[config.mk]
export PLATFORM = sky130hd
export DESIGN_NAME = posit_decoder_pipe_flat
export DESIGN_NICKNAME = d
export VERILOG_FILES = /design/src/rtl/posit_decoder_pipe_if.sv /design/src/rtl/posit_decoder_pipe.sv /design/src/flat_wrapper.sv
export SDC_FILE = /design/constraint.sdc
export NUM_CORES = 1
export LEC_CHECK = 0
export BUFFER_PORTS_ARGS = -buffer_cell sky130_fd_sc_hd__buf_2
export CORE_AREA = 5 5 83 85
export DETAILED_ROUTE_END_ITERATION = 10
export DIE_AREA = 0 0 88 90
export PLACE_DENSITY = 0.94
export REMOVE_ABC_BUFFERS = 1
export SLEW_MARGIN = 40
export SYNTH_ARGS = -nofsm -noshare
export SYNTH_HDL_FRONTEND = slang
export SYNTH_SLANG_ARGS = --single-unit
[constraint.sdc]
create_clock -name clk -period 7 [get_ports clk]
set_input_delay 0.7 -clock clk [delete_from_list [all_inputs] [get_ports clk]]
set_output_delay 0.7 -clock clk [all_outputs]
set_load 0.03 [all_outputs]
[src/rtl/posit_decoder_pipe_if.sv]
// posit_decoder_pipe_if: input/output handshake bundle for the posit decoder.
// out_scale exists only with POSIT_DEC_SCALE_EN; out_exp is one constant-zero bit when ES==0.
interface posit_decoder_pipe_if #(
    parameter int N  = 16,
    parameter int ES = 1
);
    localparam int RS = $clog2(N) + 1;
    localparam int FS = N - ES - 3;
    localparam int EW = ES > 0 ? ES : 1;
    logic                 in_valid;
    logic                 in_ready;
    logic [N-1:0]         in_data;
    logic                 out_valid;
    logic                 out_ready;
    logic                 out_sign;
    logic signed [RS-1:0] out_k;
    logic [EW-1:0]        out_exp;
    logic [FS-1:0]        out_frac;
    logic                 out_zero;
    logic                 out_nar;
`ifdef POSIT_DEC_SCALE_EN
    logic signed [RS+ES:0] out_scale;
`endif
    modport master (
        output in_valid, in_data, out_ready,
        input  in_ready, out_valid, out_sign, out_k, out_exp, out_frac, out_zero, out_nar
`ifdef POSIT_DEC_SCALE_EN
        , out_scale
`endif
    );
    modport slave (
        input  in_valid, in_data, out_ready,
        output in_ready, out_valid, out_sign, out_k, out_exp, out_frac, out_zero, out_nar
`ifdef POSIT_DEC_SCALE_EN
        , out_scale
`endif
    );
endinterface

[src/rtl/posit_decoder_pipe.sv]
// posit_decoder_pipe: 3-stage posit<N,ES> decoder (sign, regime k, exponent, fraction, zero/NaR).
// Define POSIT_DEC_SCALE_EN to add out_scale = (k << ES) + exp.
module posit_decoder_pipe #(
    parameter int N  = 16,
    parameter int ES = 1
) (
    input logic clk,
    input logic rst_n,
    posit_decoder_pipe_if.slave bus
);
    localparam int RS = $clog2(N) + 1;
    localparam int FS = N - ES - 3;
    localparam int EW = ES > 0 ? ES : 1;
    localparam int BW = N - 3;
    logic v1, v2, v3, r1, r2, r3;
    logic sign1, zero1, nar1, sign2, zero2, nar2, pol2, sp;
    logic [N-2:0] x1;
    logic [BW-1:0] x2, sh;
    logic [RS-1:0] run, m2;
    logic run_end;
    logic signed [RS-1:0] k;
    logic [EW-1:0] ex;
    logic [FS-1:0] fr;
    assign r3 = !v3 || bus.out_ready;
    assign r2 = !v2 || r3;
    assign r1 = !v1 || r2;
    assign bus.in_ready  = r1;
    assign bus.out_valid = v3;
    always_comb begin
        run     = '0;
        run_end = 1'b0;
        for (int i = N - 2; i >= 0; i--) begin
            run_end = run_end || (x1[i] != x1[N-2]);
            run     = run + RS'(!run_end);
        end
    end
    // x << (m+1) keeps only bits below the top two, so shift the trimmed body by m-1
    assign sh = x2 << (m2 - RS'(1));
    assign k  = pol2 ? $signed(m2 - RS'(1)) : -$signed(m2);
    assign fr = sh[FS-1:0];
    assign sp = zero2 || nar2;
    if (ES > 0) begin : g_exp
        assign ex = sh[BW-1 -: EW];
    end else begin : g_noexp
        assign ex = '0;
    end
`ifdef POSIT_DEC_SCALE_EN
    localparam int SW = RS + ES + 1;
    logic signed [SW-1:0] sc;
    assign sc = (SW'(k) <<< ES) + SW'(ex);
`endif
    always_ff @(posedge clk) begin
        if (!rst_n) begin
            {v1, v2, v3, sign1, zero1, nar1, sign2, zero2, nar2, pol2} <= '0;
            x1 <= '0;
            x2 <= '0;
            m2 <= '0;
            bus.out_sign <= 1'b0;
            bus.out_k    <= '0;
            bus.out_exp  <= '0;
            bus.out_frac <= '0;
            bus.out_zero <= 1'b0;
            bus.out_nar  <= 1'b0;
`ifdef POSIT_DEC_SCALE_EN
            bus.out_scale <= '0;
`endif
        end else begin
            if (r1) begin
                v1 <= bus.in_valid;
                if (bus.in_valid) begin
                    sign1 <= bus.in_data[N-1];
                    zero1 <= bus.in_data == '0;
                    nar1  <= bus.in_data == {1'b1, {(N-1){1'b0}}};
                    x1    <= bus.in_data[N-1] ? -bus.in_data[N-2:0] : bus.in_data[N-2:0];
                end
            end
            if (r2) begin
                v2 <= v1;
                if (v1) begin
                    {sign2, zero2, nar2} <= {sign1, zero1, nar1};
                    pol2 <= x1[N-2];
                    m2   <= run;
                    x2   <= x1[BW-1:0];
                end
            end
            if (r3) begin
                v3 <= v2;
                if (v2) begin
                    bus.out_sign <= sign2;
                    bus.out_zero <= zero2;
                    bus.out_nar  <= nar2;
                    bus.out_k    <= sp ? '0 : k;
                    bus.out_exp  <= sp ? '0 : ex;
                    bus.out_frac <= sp ? '0 : fr;
`ifdef POSIT_DEC_SCALE_EN
                    bus.out_scale <= sp ? '0 : sc;
`endif
                end
            end
        end
    end
endmodule

[src/flat_wrapper.sv]
// flat-port wrapper written by rule: the top's interface ports become plain ports
module posit_decoder_pipe_flat 
#(
    parameter int N  = 16,
    parameter int ES = 1
)
  (clk, rst_n, bus_in_valid, bus_in_data, bus_out_ready, bus_in_ready, bus_out_valid, bus_out_sign, bus_out_k, bus_out_exp, bus_out_frac, bus_out_zero, bus_out_nar);
  posit_decoder_pipe_if #(.N(N), .ES(ES)) bus_i ();
  input logic clk;
  input logic rst_n;
  input wire logic [$bits(bus_i.in_valid)-1:0] bus_in_valid;
  input wire logic [$bits(bus_i.in_data)-1:0] bus_in_data;
  input wire logic [$bits(bus_i.out_ready)-1:0] bus_out_ready;
  output wire logic [$bits(bus_i.in_ready)-1:0] bus_in_ready;
  output wire logic [$bits(bus_i.out_valid)-1:0] bus_out_valid;
  output wire logic [$bits(bus_i.out_sign)-1:0] bus_out_sign;
  output wire logic [$bits(bus_i.out_k)-1:0] bus_out_k;
  output wire logic [$bits(bus_i.out_exp)-1:0] bus_out_exp;
  output wire logic [$bits(bus_i.out_frac)-1:0] bus_out_frac;
  output wire logic [$bits(bus_i.out_zero)-1:0] bus_out_zero;
  output wire logic [$bits(bus_i.out_nar)-1:0] bus_out_nar;
  assign bus_i.in_valid = bus_in_valid;
  assign bus_i.in_data = bus_in_data;
  assign bus_i.out_ready = bus_out_ready;
  assign bus_in_ready = bus_i.in_ready;
  assign bus_out_valid = bus_i.out_valid;
  assign bus_out_sign = bus_i.out_sign;
  assign bus_out_k = bus_i.out_k;
  assign bus_out_exp = bus_i.out_exp;
  assign bus_out_frac = bus_i.out_frac;
  assign bus_out_zero = bus_i.out_zero;
  assign bus_out_nar = bus_i.out_nar;
  posit_decoder_pipe #(.N(N), .ES(ES)) u_core (.clk(clk), .rst_n(rst_n), .bus(bus_i));
endmodule
==> results of run 1 <==
==> cell families after synthesis <==
family          count (synthesis)  share of synthesized area
flops                          64                      0.345
simple gates                  132                      0.177
xor+xnor                       28                     0.0661
mux                            24                     0.0921
buf+inv                        53                     0.0550
fa+ha+maj                      16                     0.0702
compound gates                101                      0.194
==> routing by layer <==
layer  track usage  wire length (um)  up-vias  part of all wire
li1              -                 -     1512                 -
met1         0.249              3320     1449              0.42
met2         0.342              4040       79              0.51
met3        0.0457               367       16             0.047
met4        0.0793               125        0             0.016
met5             0                 0        -                 0
==> cell type report <==
type / count / area [um^2]
Multi-Input combinational cell: 301 / 2240
Inverter: 22 / 82.6
Clock buffer: 11 / 141
Fill cell: 458 / 2010
Tap cell: 77 / 96.3
Sequential cell: 64 / 1280
Timing Repair Buffer: 44 / 228
Clock inverter: 5 / 56.3
==> state kept, by name, summed over array words and instances (netlist names) <==
signal / cells
u_core.m2: 5
u_core.nar1: 1
u_core.x1: 15
u_core.zero2: 1
u_core.bus.out_zero: 1
u_core.bus.out_frac: 12
u_core.x2: 13
u_core.bus.out_exp: 1
u_core.sign1: 1
u_core.pol2: 1
u_core.nar2: 1
u_core.bus.out_sign: 1
u_core.bus.out_valid: 1
u_core.bus.out_nar: 1
u_core.v1: 1
u_core.sign2: 1
u_core.bus.out_k: 5
u_core.v2: 1
u_core.zero1: 1
==> power groups by stage <==
stage                     clock network (mW)  registers, mW  logic [mW]
final                                  0.321          0.408       0.263
after global routing                   0.338          0.412       0.295
after CTS                              0.323          0.407       0.265
after detailed placement                   0          0.415       0.262
after global placement                     0          0.414       0.244
after floorplan                            0          0.413       0.190
==> worst max path at each step <==
stage	from	end	slack, ns	cells past startpoint
after detailed placement	u_core.x1[14]	u_core.m2[3]	1.73	18
final	u_core.x1[14]	u_core.m2[3]	1.68	18
after CTS	u_core.x1[14]	u_core.m2[3]	1.66	18
after global routing	u_core.x1[14]	u_core.m2[4]	1.37	18
after global placement	u_core.x1[14]	u_core.m2[3]	1.95	18
after floorplan	u_core.x1[14]	u_core.m2[3]	2.17	18
==> placed cells by master (no fill, tap or decap), types with 10 or more instances in the layout <==
master / Yosys / layout
mux2i_1: 15 / 15
dfxtp_1: 64 / 63
inv_1: 22 / 22
a21oi_1: 17 / 17
a21boi_0: 25 / 25
nand3_1: 10 / 10
o21ai_0: 19 / 19
nor2b_1: 13 / 13
xnor2_1: 11 / 11
buf_2: 4 / 41
clkbuf_8: 0 / 10
nand2_1: 69 / 69
xor2_1: 17 / 17
==> metrics by stage <==
stage | util | setup WS, ns | instances
6_report | 0.673 | 1.68 | 524
2_1_floorplan | - | 2.17 | 387
3_3_place_gp | 0.638 | 1.95 | 508
4_1_cts | 0.672 | 1.66 | 524
3_5_place_dp | 0.640 | 1.73 | 508
5_1_grt | 0.673 | 1.37 | 524
==> worst reg2reg max path, delay by kind of cell, from the launching register on <==
| kind | cells | cell delay (ns) |
|---|---|---|
| DFF | 1 | 0.81 |
| xor gates and xnor gates | 1 | 0.14 |
| AOI/OAI and AO/OA | 6 | 1.34 |
| and+or+nand+nor | 3 | 0.49 |
| buffers and inverters | 3 | 0.17 |
| adders and majority gates | 5 | 2.32 |
==> summary.md, run 1 <==
| Metric | Value |
|---|---|
| Outcome | finished clean |
| Flop pwr share | 0.411 |
| Layout Skew | ~0.005 ns |
| Post-synth top area cell | dfxtp_1 |
| Clk slew on worst S/H paths | 0.07 ns |
| Share of cells above drive strength 1 | 0.170 |
| Longest Clk Path Bufs | 2 |
| Crit path top cell by count | fa_1 |
| Initial DRC count | approximately 190 |
| PD cells | 241 nW/um^2 |
| PostCTS Resize Cnt | 0 |
| Hold EP | u_core.bus.out_frac[11] |
| CTS Buf Count | 9 |
| Mapped Area | around 3700 um^2 |
| Crit-path max FO | 23 |
| CP endpoint kind | flop |
| Cell Int Power | 670 uW |
| Cell Chain, Critical Path | and3_1, a32o_1, a21boi_1, o211a_1, o21ai_0, fa_1, inv_1, fa_1, fa_1, inv_1, fa_1, inv_1, ha_1, a21o_1, a21oi_1, xnor2_1, nand3_1, nand2_1 |
| Worst skew pair latency | 0.34 ns |
| Worst min-delay path class | flop to flop |
| I/O Buffers | 42 |
| Net Sw Power | roughly 320 uW |
| Synth Flop Type | dfxtp_1 |
| Post-route DRC | 0 |
| Via-to-Cell Ratio | 5.83 |
| Slew headroom | 0.503 |
| Starting Density | 0.605 |
| N_diodes | 0 |
| Initial antenna violation count | 0 |
| CTS H-tree lvls | 3 |
| Iteration count of the initial detailed-routing pass | 5 |
| First-pass GRT wire length | between 10 and 15 mm |
| CP Buf/Inv Count | 3 |
| CTS tree | done |
| Maximum VDD drop | approximately 0.00016 V |
| Height of the die | 90 um |
| I/O Pins | 43 |
| Per-cell routed wire length | 15.0 um |
| Yosys cell types | 50 |
| Worst Tran Pin Value | 0.745 ns |
| Top cells by area, synth | dfxtp_1, nand2_1, a21boi_0, mux4_2, fa_1 |
| Number of setup buffers added after CTS | 0 |
| Core area | 6130 um^2 |
| # Max-Cap Violations | 0 |
| Final Hold Fails | 0 |
| Post-synth ARST share | 0 |
| FF-to-FF End | u_core.m2[3] |
| Placed cell areas | slightly below 4000 um^2 |
| Yosys warns | 0 |
| Worst R2R Start | u_core.x1[14] |
| DP HPWL | 5.72 mm |
| Syn Inst Count | 418 |
| Combinational power share | 0.265 |
| RSZ-0062 raised after global routing | false |
| Post-synthesis area per instance | roughly 8.9 um^2 |
| R2R Setup Slk | 1.68 ns |
| Setup CP Type | flop to flop |
| EDFF count, synth | 0 |
| Worst hold slack | 0.452 ns |
| FMAX | 188 MHz |
| FF+latch count, synth | 64 |
| GRT overflow | 0 |
| Overall routing resource usage | 0.204 |
| Pin count of the biggest net entering global routing | 64 |
| Crit-path max cell delay | 0.81 ns |
| Tcrit/Tclk final | 0.760 |
| Die Area | slightly below 8000 um^2 |
| Net Sw Frac | 0.325 |
| Clk network pwr share | 0.324 |
| Hold Path Cell Cnt | 1 |
| Cell Rows | 29 |
| Cell family with most CP delay | adder cells |
| Most frequent cell after synthesis | nand2_1 |
| Depth of the most critical reg-to-reg path | 18 |
| Final Power | 993 uW |
| Setup Viol. Count Final | 0 |
| CP startpoint kind | flop |
| Gp weighted congestion | 0.854 |
| Antenna viol nets, final | 0 |
| CP arrival | 5.61 ns |
| Max-slew violation count | 0 |
| Register area share after synthesis | 0.345 |
| Via count | 3056 |
| Chip width | 88 um |
| Clk root buf | clkbuf_8 |
| Top cells by count, synth | nand2_1, dfxtp_1, a21boi_0, clkbuf_1, inv_1 |
| Area Growth Syn to Fin | 11.2% |
| Hold buffers post-CTS | 0 |
| Final net count | between 400 and 500 |
| Final wirelength | 7.85 mm |
| Minimum clock period | ~5.3 ns |
| Worst path required time | 7.28 ns |
| Finished Cell Area | 4130 um^2 |
| CTS Sinks | 64 |
| Setup_tns | 0 ns |
| Vias in the first global route | 2898 |
| Slowest-stage cell, CP | dfxtp_1 |
| HP Start | u_core.bus.out_frac[11] |
| Leak pwr | 1.74 nW |
| Post-synth top area share | 0.345 |
No activity file was read; power rests on OpenSTA's default activity.
==> inputs of run 2 (changes only) <==
--- a/config.mk
+++ b/config.mk
@@ -5,11 +5,12 @@
 export SDC_FILE = /design/constraint.sdc
 export NUM_CORES = 1
 export LEC_CHECK = 0
+export ABC_AREA = 1
 export BUFFER_PORTS_ARGS = -buffer_cell sky130_fd_sc_hd__buf_2
-export CORE_AREA = 5 5 83 85
+export CORE_AREA = 5 5 87 89
 export DETAILED_ROUTE_END_ITERATION = 10
-export DIE_AREA = 0 0 88 90
-export PLACE_DENSITY = 0.94
+export DIE_AREA = 0 0 92 94
+export PLACE_DENSITY = 0.89
 export REMOVE_ABC_BUFFERS = 1
 export SLEW_MARGIN = 40
 export SYNTH_ARGS = -nofsm -noshare
==> constraint.sdc (replaced) <==
create_clock -name clk -period 5.45 [get_ports clk]
set_input_delay 0.545 -clock clk [delete_from_list [all_inputs] [get_ports clk]]
set_output_delay 0.545 -clock clk [all_outputs]
set_load 0.03 [all_outputs]
==> run 2 against run 1 <==
  * Global-route usage is 0.51 points higher
  * Critical path type unchanged
  * Sequential power is 27% higher
  * Critical path depth is 3 higher
  * Clock power is 32% higher
  * Die area is 9.2% higher
  * Non-clock buffer count is 2 lower
  * Largest cell class unchanged
  * Critical endpoint unchanged
  * Cell count is 37% higher
==> summary.md, run 2 <==
| Metric | Value |
|---|---|
| Final net count | 670 (was 478) |
| FMAX | 202 MHz (was 188 MHz) |
| Placed cell areas | 4070 um^2 (was 3920 um^2) |
| Number of setup buffers added after CTS | 0 (unchanged) |
| Minimum clock period | 4.96 ns (was 5.32 ns) |
| Core area | 6680 um^2 (was 6130 um^2) |
| Leak pwr | 2.11 nW (was 1.74 nW) |
| Final core utilization | 0.639 (was 0.673) |
| Slowest-stage cell, CP | dfxtp_1 (unchanged) |
| Post-synth top area cell | dfxtp_1 (unchanged) |
| Crit-path max FO | 19 (was 23) |
| Count of cell instances traversed by the critical path | 21 (was 18) |
| I/O Pins | 43 (unchanged) |
| CP startpoint kind | flop (unchanged) |
| Height of the die | 94 um (was 90 um) |
| Synth Flop Type | dfxtp_1 (unchanged) |
| Final wirelength | 8.48 mm (was 7.85 mm) |
| Maximum VDD drop | 0.000126 V (was 0.000164 V) |
| Storage cell area | 1280 um^2 (about the same) |
| FF+latch count, synth | 64 (unchanged) |
| Top reg by flops | u_core.x1 (unchanged) |
| RSZ-0062 raised after global routing | false (unchanged) |
| Iteration count of the initial detailed-routing pass | 5 (unchanged) |
| Antenna viol nets, final | 0 (unchanged) |
| Cell Rows | 30 (was 29) |
| Mapped Area | 3870 um^2 (was 3710 um^2) |
| Clk slew on worst S/H paths | 0.07 ns (about the same) |
| Worst R2R Start | u_core.x1[14] (unchanged) |
| CTS H-tree lvls | 3 (unchanged) |
| Die Area | 8650 um^2 (was 7920 um^2) |
| Max reg flops | 15 (unchanged) |
| N_diodes | 0 (unchanged) |
| FF-to-FF End | u_core.m2[3] (unchanged) |
| CTS Buf Count | 9 (unchanged) |
| Vias in the first global route | 3524 (was 2898) |
| EDFF count, synth | 0 (unchanged) |
| I/O Buffers | 42 (unchanged) |
| Worst Tran Pin Value | 0.653 ns (was 0.745 ns) |
| Cell family with most CP delay | adder cells (unchanged) |
| Top flop regs | u_core.x1: 15 flops, u_core.x2: 13 flops, u_core.bus.out_frac: 12 flops (unchanged) |
| Yosys warns | 0 (unchanged) |
| Setup_tns | 0 ns (unchanged) |
| Pin count of the biggest net entering global routing | 35 (was 64) |
| Fillers | 607 (was 458) |
| Initial DRC count | 223 (was 187) |
| CTS Sinks | 64 (unchanged) |
| Final WS setup | 0.493 ns (was 1.68 ns) |
| Post-route DRC | 0 (unchanged) |
| Post-synth top area share | 0.331 (was 0.345) |
| Worst path required time | 5.69 ns (was 7.28 ns) |
| Worst min-delay path class | flop to flop (unchanged) |
| Crit path to | u_core.m2[3] (unchanged) |
| Chip width | 92 um (was 88 um) |
| CP Launch Point | u_core.x1[14] (unchanged) |
| Setup WS pre-CTS | 0.517 ns (was 1.73 ns) |
| Max-slew violation count | 0 (unchanged) |
| Via-to-Cell Ratio | 5.35 (was 5.83) |
| Top cells by count, synth | nand2_1, inv_1, nand3_1, dfxtp_1, nor2_1 (was nand2_1, dfxtp_1, a21boi_0, clkbuf_1, inv_1) |
| Hold buffers post-CTS | 0 (unchanged) |
| Setup CP Type | flop to flop (unchanged) |
| Top cells by area, synth | dfxtp_1, nand2_1, nand3_1, inv_1, a21oi_1 (was dfxtp_1, nand2_1, a21boi_0, mux4_2, fa_1) |
| Finished Cell Area | 4270 um^2 (was 4130 um^2) |
| CP arrival | 5.20 ns (was 5.61 ns) |
| Tcrit/Tclk final | 0.910 (was 0.760) |
| Placed cells | 703 (was 508) |
| Initial antenna violation count | 0 (unchanged) |
| Hold Path Cell Cnt | 2 (was 1) |
| Area Growth Syn to Fin | 10.5% (was 11.2%) |
| Starting Density | 0.579 (was 0.605) |
| Post-synth ARST share | 0 (unchanged) |
| Gp weighted congestion | 0.861 (was 0.854) |
| CTS tree | done (unchanged) |
| Share of cells above drive strength 1 | 0.114 (was 0.170) |
| Register area share after synthesis | 0.331 (was 0.345) |
| First-pass GRT wire length | 14.8 mm (was 13.1 mm) |
| Outcome | finished clean (unchanged) |
| Slew headroom | 0.564 (was 0.503) |
| Syn Inst Count | 605 (was 418) |
| Longest Clk Path Bufs | 2 (unchanged) |
| Final Power | 1.30 mW (was 993 uW) |
| Post-synthesis area per instance | 6.39 um^2 (was 8.87 um^2) |
| Final Hold Fails | 0 (unchanged) |
| Per-cell routed wire length | 11.8 um (was 15.0 um) |
| PD cells | 304 nW/um^2 (was 241 nW/um^2) |
| Yosys cell types | 34 (was 50) |
| Layout Skew | 0.00953 ns (was 0.00490 ns) |
| Most frequent cell after synthesis | nand2_1 (unchanged) |
| R2R Setup Slk | 0.49 ns (was 1.68 ns) |
| Cell Chain, Critical Path | nand2_1, o21ai_2, nand3_2, nor2_4, nand2_2, nor2_1, nand3_1, fa_1, inv_1, fa_1, fa_1, inv_1, fa_1, inv_1, ha_1, nand2_1, nor2_1, a211oi_1, nor2_1, o21ai_0, inv_1 (was and3_1, a32o_1, a21boi_1, o211a_1, o21ai_0, fa_1, inv_1, fa_1, fa_1, inv_1, fa_1, inv_1, ha_1, a21o_1, a21oi_1, xnor2_1, nand3_1, nand2_1) |
| Crit-path max cell delay | 0.74 ns (was 0.81 ns) |
| PostCTS Resize Cnt | 0 (unchanged) |
| Overall routing resource usage | 0.209 (was 0.204) |
| Most common cell after layout, fill and taps aside | nand2_1 (unchanged) |
| # Max-Cap Violations | 0 (unchanged) |
| Clk root buf | clkbuf_8 (unchanged) |
| Most frequent cells in the layout | nand2_1, inv_1, nand3_1 (was nand2_1, dfxtp_1, buf_2) |
| Setup Viol. Count Final | 0 (unchanged) |
| DP HPWL | 6.43 mm (was 5.72 mm) |
| CP Buf/Inv Count | 4 (was 3) |
| Worst skew pair latency | 0.35 ns (was 0.34 ns) |
| Via count | 3846 (was 3056) |
| GRT overflow | 0 (unchanged) |
| Worst hold slack | 0.463 ns (was 0.452 ns) |
| Depth of the most critical reg-to-reg path | 21 (was 18) |
| Non-Filler Instances | 719 (was 524) |
| CP endpoint kind | flop (unchanged) |
| Multi-input logic area | 2190 um^2 (was 2240 um^2) |
run 2: changes by cell type after synthesis, moves of 10 or more:
cell	previous run	this run
a21boi_0	25	1
o21ai_0	19	42
mux2i_1	15	0
nand2_1	69	172
nor2_1	7	60
clkbuf_1	25	13
nor2b_1	13	0
a21oi_1	17	49
xnor2_1	11	1
nand3_1	10	69
xor2_1	17	6
inv_1	22	72
run 2: logic make-up (layout without fill, tap and decap cells):
kind of cell	after synthesis	count (layout)	share of synthesized area
simple gates	317	317	0.344
compound gates	100	100	0.135
buf+inv	100	134	0.103
flops	64	64	0.331
fa+ha+maj	16	16	0.0673
xor+xnor	8	8	0.0201
run 2: per-layer routing:
layer	wire length (um)	track usage
met5	0	0
met4	330	0.131
met3	409	0.0401
met2	4050	0.354
met1	3690	0.243
run 2: layout make-up:
type,instances,share of cell area
multi-input cells,441,0.512
clock inverters,6,0.0158
inverters,76,0.0668
clock buffers,10,0.0322
repair buffers,42,0.0492
well taps,80,0.0234
flip-flops and latches,64,0.300
run 2: report_power, final:
| group | internal (mW) | switching [mW] | leakage (nW) | total, mW |
|---|---|---|---|---|
| logic | 0.122 | 0.233 | 1.49 | 0.356 |
| registers | 0.493 | 0.0257 | 0.525 | 0.519 |
| clock network | 0.225 | 0.198 | 0.0989 | 0.423 |
| total | 0.841 | 0.457 | 2.11 | 1.30 |
run 2: worst min path at each step:
stage                                start                      to
floorplan                      u_core.nar1             u_core.nar1
global placement    u_core.bus.out_frac[3]  u_core.bus.out_frac[3]
detailed placement  u_core.bus.out_frac[0]  u_core.bus.out_frac[0]
CTS                 u_core.bus.out_frac[0]  u_core.bus.out_frac[0]
global route           u_core.bus.out_k[3]     u_core.bus.out_k[3]
finish              u_core.bus.out_frac[5]  u_core.bus.out_frac[5]
run 2: worst register-to-register path, cell delays in order, from the launching register on:
cell      delay, ns
dfxtp_1        0.74
nand2_1        0.17
o21ai_2        0.24
nand3_2        0.14
nor2_4         0.15
nand2_2        0.10
nor2_1         0.14
nand3_1        0.10
fa_1           0.49
inv_1          0.05
fa_1           0.41
fa_1           0.51
inv_1          0.05
fa_1           0.59
inv_1          0.06
ha_1           0.28
nand2_1        0.07
nor2_1         0.04
a211oi_1       0.24
nor2_1         0.07
o21ai_0        0.16
inv_1          0.05
